[config.mk]
export PLATFORM = sky130hd
export DESIGN_NAME = serial_1011_framer_flat
export DESIGN_NICKNAME = d
export VERILOG_FILES = /design/src/rtl/serial_1011_framer_if.sv /design/src/rtl/serial_1011_framer.sv /design/src/flat_wrapper.sv
export SDC_FILE = /design/constraint.sdc
export NUM_CORES = 1
export LEC_CHECK = 0
export BUFFER_PORTS_ARGS = -buffer_cell sky130_fd_sc_hd__buf_2
export CAP_MARGIN = 20
export CORE_MARGIN = 2
export CORE_UTILIZATION = 56
export DETAILED_ROUTE_END_ITERATION = 7
export PLACE_DENSITY = 0.8
export SLEW_MARGIN = 20
export SYNTH_ARGS = -nofsm -noshare
export SYNTH_HDL_FRONTEND = slang
export SYNTH_SLANG_ARGS = --single-unit
[constraint.sdc]
create_clock -name clk -period 1.8 [get_ports clk]
set_clock_uncertainty 0.05 [all_clocks]
set_input_delay 0.36 -clock clk [delete_from_list [all_inputs] [get_ports clk]]
set_output_delay 0.36 -clock clk [all_outputs]
set_load 0.05 [all_outputs]
[src/rtl/serial_1011_framer_if.sv]
// Upstream payload handshake for serial_1011_framer.
//   data_in    : payload word, sampled on the accept edge
//   data_valid : upstream has a word to send
//   data_ready : framer can accept a word (registered in the framer)
// An accept happens on a rising clock edge where data_valid && data_ready.
// master = upstream source, slave = framer.
interface serial_1011_framer_if #(
    parameter int unsigned DATA_W = 8
);
    logic [DATA_W-1:0] data_in;
    logic              data_valid;
    logic              data_ready;

    modport master (
        output data_in,
        output data_valid,
        input  data_ready
    );

    modport slave (
        input  data_in,
        input  data_valid,
        output data_ready
    );
endinterface

[src/rtl/serial_1011_framer.sv]
// serial_1011_framer
// Transmit-side partner of the serial 1011 pattern detector. Accepts a
// parallel payload word over a valid/ready handshake and sends it on a
// single bit line as: SYNC marker (MSB first), payload (MSB first), then
// GAP_LEN idle cycles before the next word may be accepted.
// Ports:
//   clk          : rising-edge clock
//   rst          : asynchronous, active-high reset
//   up           : payload handshake (data_in, data_valid, data_ready)
//   d_out        : serial line, registered
//   frame_active : high while SYNC or payload bits are on d_out
//   sync_active  : high while SYNC bits are on d_out
//   done         : one-cycle pulse together with the last payload bit
module serial_1011_framer #(
    parameter int unsigned       DATA_W   = 8,
    parameter int unsigned       SYNC_W   = 4,
    parameter logic [SYNC_W-1:0] SYNC     = 4'b1011,
    parameter int unsigned       GAP_LEN  = 2,
    parameter logic              IDLE_BIT = 1'b0
) (
    input  logic                 clk,
    input  logic                 rst,
    serial_1011_framer_if.slave  up,
    output logic                 d_out,
    output logic                 frame_active,
    output logic                 sync_active,
    output logic                 done
);

    localparam int unsigned FRAME_W  = SYNC_W + DATA_W;
    localparam int unsigned MAX_SD   = (SYNC_W > DATA_W) ? SYNC_W : DATA_W;
    localparam int unsigned MAX_LEN  = (MAX_SD > GAP_LEN) ? MAX_SD : GAP_LEN;
    localparam int unsigned CNT_W    = $clog2(MAX_LEN + 1);

    localparam logic [CNT_W-1:0] SYNC_LAST = CNT_W'(SYNC_W - 1);
    localparam logic [CNT_W-1:0] DATA_LAST = CNT_W'(DATA_W - 1);
    localparam logic [CNT_W-1:0] DATA_PEN  = CNT_W'((DATA_W >= 2) ? DATA_W - 2 : 0);
    localparam logic [CNT_W-1:0] GAP_LAST  = CNT_W'((GAP_LEN >= 1) ? GAP_LEN - 1 : 0);

    typedef enum logic [1:0] {
        S_IDLE,
        S_SYNC,
        S_DATA,
        S_GAP
    } state_t;

    state_t             state, state_nxt;
    logic [CNT_W-1:0]   cnt, cnt_nxt;
    logic [FRAME_W-1:0] shreg, shreg_nxt;
    logic               d_out_nxt;
    logic               ready_nxt;
    logic               frame_nxt;
    logic               sync_nxt;
    logic               done_nxt;
    logic               accept;

    assign accept = up.data_ready && up.data_valid;

    always_ff @(posedge clk or posedge rst) begin
        if (rst) begin
            state        <= S_IDLE;
            cnt          <= '0;
            shreg        <= '0;
            d_out        <= IDLE_BIT;
            up.data_ready <= 1'b0;
            frame_active <= 1'b0;
            sync_active  <= 1'b0;
            done         <= 1'b0;
        end else begin
            state        <= state_nxt;
            cnt          <= cnt_nxt;
            shreg        <= shreg_nxt;
            d_out        <= d_out_nxt;
            up.data_ready <= ready_nxt;
            frame_active <= frame_nxt;
            sync_active  <= sync_nxt;
            done         <= done_nxt;
        end
    end

    // Marker and payload share one shift register: on accept the whole
    // frame {SYNC, data_in} is loaded already shifted by one, because its
    // first bit goes straight onto d_out. Every SYNC/DATA cycle then just
    // moves the register MSB onto the line.
    always_comb begin
        state_nxt = state;
        cnt_nxt   = cnt;
        shreg_nxt = shreg;
        d_out_nxt = d_out;
        ready_nxt = up.data_ready;
        frame_nxt = frame_active;
        sync_nxt  = sync_active;
        done_nxt  = 1'b0;

        case (state)
            S_IDLE: begin
                d_out_nxt = IDLE_BIT;
                frame_nxt = 1'b0;
                sync_nxt  = 1'b0;
                if (accept) begin
                    state_nxt = S_SYNC;
                    cnt_nxt   = '0;
                    shreg_nxt = {SYNC, up.data_in} << 1;
                    d_out_nxt = SYNC[SYNC_W-1];
                    sync_nxt  = 1'b1;
                    frame_nxt = 1'b1;
                    ready_nxt = 1'b0;
                end else begin
                    // Also raises ready on the first edge after reset.
                    ready_nxt = 1'b1;
                end
            end

            S_SYNC: begin
                d_out_nxt = shreg[FRAME_W-1];
                shreg_nxt = shreg << 1;
                if (cnt == SYNC_LAST) begin
                    state_nxt = S_DATA;
                    cnt_nxt   = '0;
                    sync_nxt  = 1'b0;
                    // A one-bit payload makes its only bit the last one.
                    done_nxt  = (DATA_W == 1);
                end else begin
                    cnt_nxt = cnt + 1'b1;
                end
            end

            S_DATA: begin
                if (cnt == DATA_LAST) begin
                    d_out_nxt = IDLE_BIT;
                    frame_nxt = 1'b0;
                    cnt_nxt   = '0;
                    if (GAP_LEN == 0) begin
                        state_nxt = S_IDLE;
                        ready_nxt = 1'b1;
                    end else begin
                        state_nxt = S_GAP;
                    end
                end else begin
                    d_out_nxt = shreg[FRAME_W-1];
                    shreg_nxt = shreg << 1;
                    cnt_nxt   = cnt + 1'b1;
                    // done is registered, so it is raised on the edge that
                    // puts the LSB on the line.
                    done_nxt  = (cnt == DATA_PEN);
                end
            end

            S_GAP: begin
                d_out_nxt = IDLE_BIT;
                if (cnt == GAP_LAST) begin
                    state_nxt = S_IDLE;
                    cnt_nxt   = '0;
                    ready_nxt = 1'b1;
                end else begin
                    cnt_nxt = cnt + 1'b1;
                end
            end

            default: begin
                state_nxt = S_IDLE;
                cnt_nxt   = '0;
                d_out_nxt = IDLE_BIT;
                frame_nxt = 1'b0;
                sync_nxt  = 1'b0;
                ready_nxt = 1'b0;
            end
        endcase
    end

endmodule

[src/flat_wrapper.sv]
// flat-port wrapper written by rule: the top's interface ports become plain ports
module serial_1011_framer_flat 
#(
    parameter int unsigned       DATA_W   = 8,
    parameter int unsigned       SYNC_W   = 4,
    parameter logic [SYNC_W-1:0] SYNC     = 4'b1011,
    parameter int unsigned       GAP_LEN  = 2,
    parameter logic              IDLE_BIT = 1'b0
)
  (clk, rst, d_out, frame_active, sync_active, done, up_data_in, up_data_valid, up_data_ready);
  serial_1011_framer_if #(.DATA_W(DATA_W)) up_i ();
  input  logic clk;
  input  logic rst;
  output logic d_out;
  output logic frame_active;
  output logic sync_active;
  output logic done;
  input wire logic [$bits(up_i.data_in)-1:0] up_data_in;
  input wire logic [$bits(up_i.data_valid)-1:0] up_data_valid;
  output wire logic [$bits(up_i.data_ready)-1:0] up_data_ready;
  assign up_i.data_in = up_data_in;
  assign up_i.data_valid = up_data_valid;
  assign up_data_ready = up_i.data_ready;
  serial_1011_framer #(.DATA_W(DATA_W), .SYNC_W(SYNC_W), .SYNC(SYNC), .GAP_LEN(GAP_LEN), .IDLE_BIT(IDLE_BIT)) u_core (.clk(clk), .rst(rst), .up(up_i), .d_out(d_out), .frame_active(frame_active), .sync_active(sync_active), .done(done));
endmodule
==> results.md <==
* Synth top area share at 0.4400
* Largest net degree at the start of global routing at 16
* Worst hold-check path type: in2reg
* Failing checks: negative setup slack
* Routability congestion estimate at between 0.8 and 0.9
* Clock Root Buffer: clkbuf_4
* Port Buffers at 15
* Row cnt at 17
* Fill count at 154
* Final period demand of the worst path at roughly 1.9 ns
* WL per Instance at 15.21 microns
* Multi-input logic area at ~670 sq um
* Routed Antenna Nets at 0
* Fin nets at ~170
* Placed insts at ~170
* Worst Path Arrival at 2.04 ns
* Register area at approximately 550 sq um
* Total routed wirelength at ~2.7 mm
* Fin area at approximately 0.0015 sq mm
* Dominant cells by area after synthesis: dfrtp_1, ha_1, mux2i_1
* HPWL Detailed at 1.830 mm
* Worst hold slack at approximately 0.24 ns
* Dpl cell area at around 0.0014 sq mm
* Top achievable clock speed at around 0.53 GHz
* Worst vdd ir at 0.001053 V
* Final Cycle Share at 1.043
* First-pass iteration count of the detailed router at 4
* H-tree depth at 1
* Clk_lat worst skew at a little over 0.3 ns
* CTS max path bufs at 2
* Area delta synth->final at 22.50%
* Max Slew Vio Count at 0
* Drt drc at 0
* Initial Utilization at 0.5767
* Setup ws final at -0.07653 ns
* I/O pins at 16
* Endpoint class of the critical path: register
* Initial antenna violation count at 0
* Critical path cell sequence: buf_4, ha_1, nand2b_1, nand3_2, or4_1, o21a_1
* Slowest stage delay, CP at around 0.46 ns
* Grt total ovfl at 0
* Die H at 51.27 microns
* DP Worst Slack at 0.02342 ns
* Post-Layout Cell Count at 180
* Via count at 1041
* Syn nets at about 140
* Die Span X at 51.27 microns
* Power Density at roughly 2000 mW/mm^2
* First-pass GRT wire length at 4.174 mm
* Syn Inst Count at roughly 120
* P_leak at ~0.00073 uW
* Worst slew margin at 0.7782
* Crit path max-delay cell type: or4_1
* First DRT Iteration DRCs at 27
* CTS tree: built
* Syn Std Cell Area at ~0.0013 sq mm
* Fin. Hold Viols at 0
* Distinct cells, synth at 34
* Setup TNS at -0.07653 ns
* Slew @ Worst Pin at roughly 0.33 ns
* Core Box Area at approximately 0.0022 sq mm
* GRT Resource Usage Total at 0.2145
* Critical Path RT at 1.97 ns
* Yosys Warn Count at 0
* Layout cells sized above 1 at 0.3421
* Vias in the first global route at around 940
* Maxcap violations at 0
* Seq/Total Area, Yosys at 0.4400
* Clock Sinks at 22
* Number of diodes at 0
* Worst-path clk slew at 0.12 ns
* CP Class: reg2reg
* DR vias/cell at between 5 and 6
* Synthesized area per cell at between 10 and 15 sq um
* RSZ-0062 raised after global routing: true
* Seq cells post-synth at 22
* Inserted Clock Buffers at 3
* Startpoint Class: register
* Final setup viols at 1
* Die ar. at 0.002629 sq mm
* Area leader, netlist: dfrtp_1
* Status: finished with violations
* Crit Path Max Fanout at 5
==> final timing paths <==
path	slack (ns)	endpoint	from	cells past startpoint
max in group asynchronous	0.71	u_core.shreg[10]	rst	4
max	-0.08	u_core.state[0]	u_core.state[1]	6
min	0.24	u_core.shreg[1]	up_data_in[0]	2
min reg2reg	0.46	u_core.sync_active	u_core.sync_active	2
min in group asynchronous	0.48	u_core.cnt[3]	rst	3
max reg2reg	-0.08	u_core.state[0]	u_core.state[1]	6
==> state kept, by name, summed over array words and instances, names as in the netlist <==
name and flops:
u_core.cnt 4, u_core.d_out 1, u_core.done 1, u_core.frame_active 1, u_core.shreg 11, u_core.state 2
u_core.sync_active 1, u_core.up.data_ready 1
==> cell families (layout without fill, tap and decap cells) <==
kind of cell,count (synthesis),count (layout),share of synthesized area
AND/OR/NAND/NOR,38,38,0.1530
adder cells (fa/ha/maj),9,9,0.09000
flip-flops,22,22,0.4400
AO/OA/AOI/OAI,32,32,0.1970
multiplexers,8,8,0.06400
buffers and inverters,15,43,0.05600
==> what timing repair did <==
item / 4_1_cts / 5_1_grt
pin swaps: 0 / 2
resized for setup: 1 / 8
setup endpoints to repair: 2 / 15
hold buffers: 1 / 0
cloned: 0 / 0
hold endpoints to repair: 7 / 0
buffers inserted: 0 / 3
==> cell type report <==
cell class | count | share of cell area
clock buffer | 4 | 0.02367
inverter | 11 | 0.02694
multi-input combinational | 87 | 0.4343
sequential | 22 | 0.3592
tap | 28 | 0.02286
timing repair buffer | 28 | 0.1331
==> cell usage after synthesis <==
cell,instances
dfrtp_1,22
nor2_1,13
inv_1,11
ha_1,9
o21ai_0,9
mux2i_1,8
a21oi_2,7
nand2_1,6
nand3_1,5
nor2b_1,4
a31oi_1,3
nor3_1,3
buf_2,2
nand2b_1,2
a211oi_4,1
a21boi_0,1
a21boi_2,1
a21oi_1,1
a22o_1,1
a311oi_1,1
a31o_2,1
a31oi_2,1
and3b_4,1
and4_1,1
buf_4,1
buf_6,1
nor2_2,1
nor3b_1,1
o2111ai_1,1
o21a_1,1
o221ai_1,1
o22ai_1,1
o31ai_1,1
or4_1,1
==> power by group <==
part | internal (uW) | switching, uW | total (uW)
Sequential | 710 | 145 | 856
Clock | 124 | 152 | 275
Combinational | 864 | 1100 | 1970
==> cell usage in the layout (no fill, tap or decap), drive strengths merged, types with 2 or more instances in the layout <==
master	netlist	routed
nand2b	2	2
ha	9	9
nand2	6	6
inv	11	11
nor2b	4	4
nor3	3	3
clkbuf	0	4
a21boi	2	2
buf	4	27
dfrtp	22	22
a21oi	8	8
o21ai	9	9
nor2	14	14
nand3	5	5
mux2i	8	8
a31oi	4	4
==> stage by stage <==
stage                       util  total power (uW)
after CTS                 0.6811              2928
final                     0.7065              3099
after global routing      0.7065              3306
after global placement    0.6569              2557
after detailed placement  0.6569              2634
after floorplan                -              2180
==> worst max-delay path, delay by kind of cell, from the launching register on <==
family | cells | cell delay [ns]
adder cells (fa/ha/maj) | 1 | 0.25
AO/OA/AOI/OAI | 1 | 0.13
buffers and inverters | 1 | 0.15
flip-flops | 1 | 0.41
AND/OR/NAND/NOR | 3 | 0.80
==> layer usage <==
metal / vias to the layer above / track usage / share of wire
met5: - / 0 / 0
met3: 6 / 0.02632 / 0.052
met1: 509 / 0.2755 / 0.41
li1: 488 / - / -
met4: 0 / 0.09649 / 0.028
met2: 38 / 0.3615 / 0.51
Power figures use the tool's default switching activity.
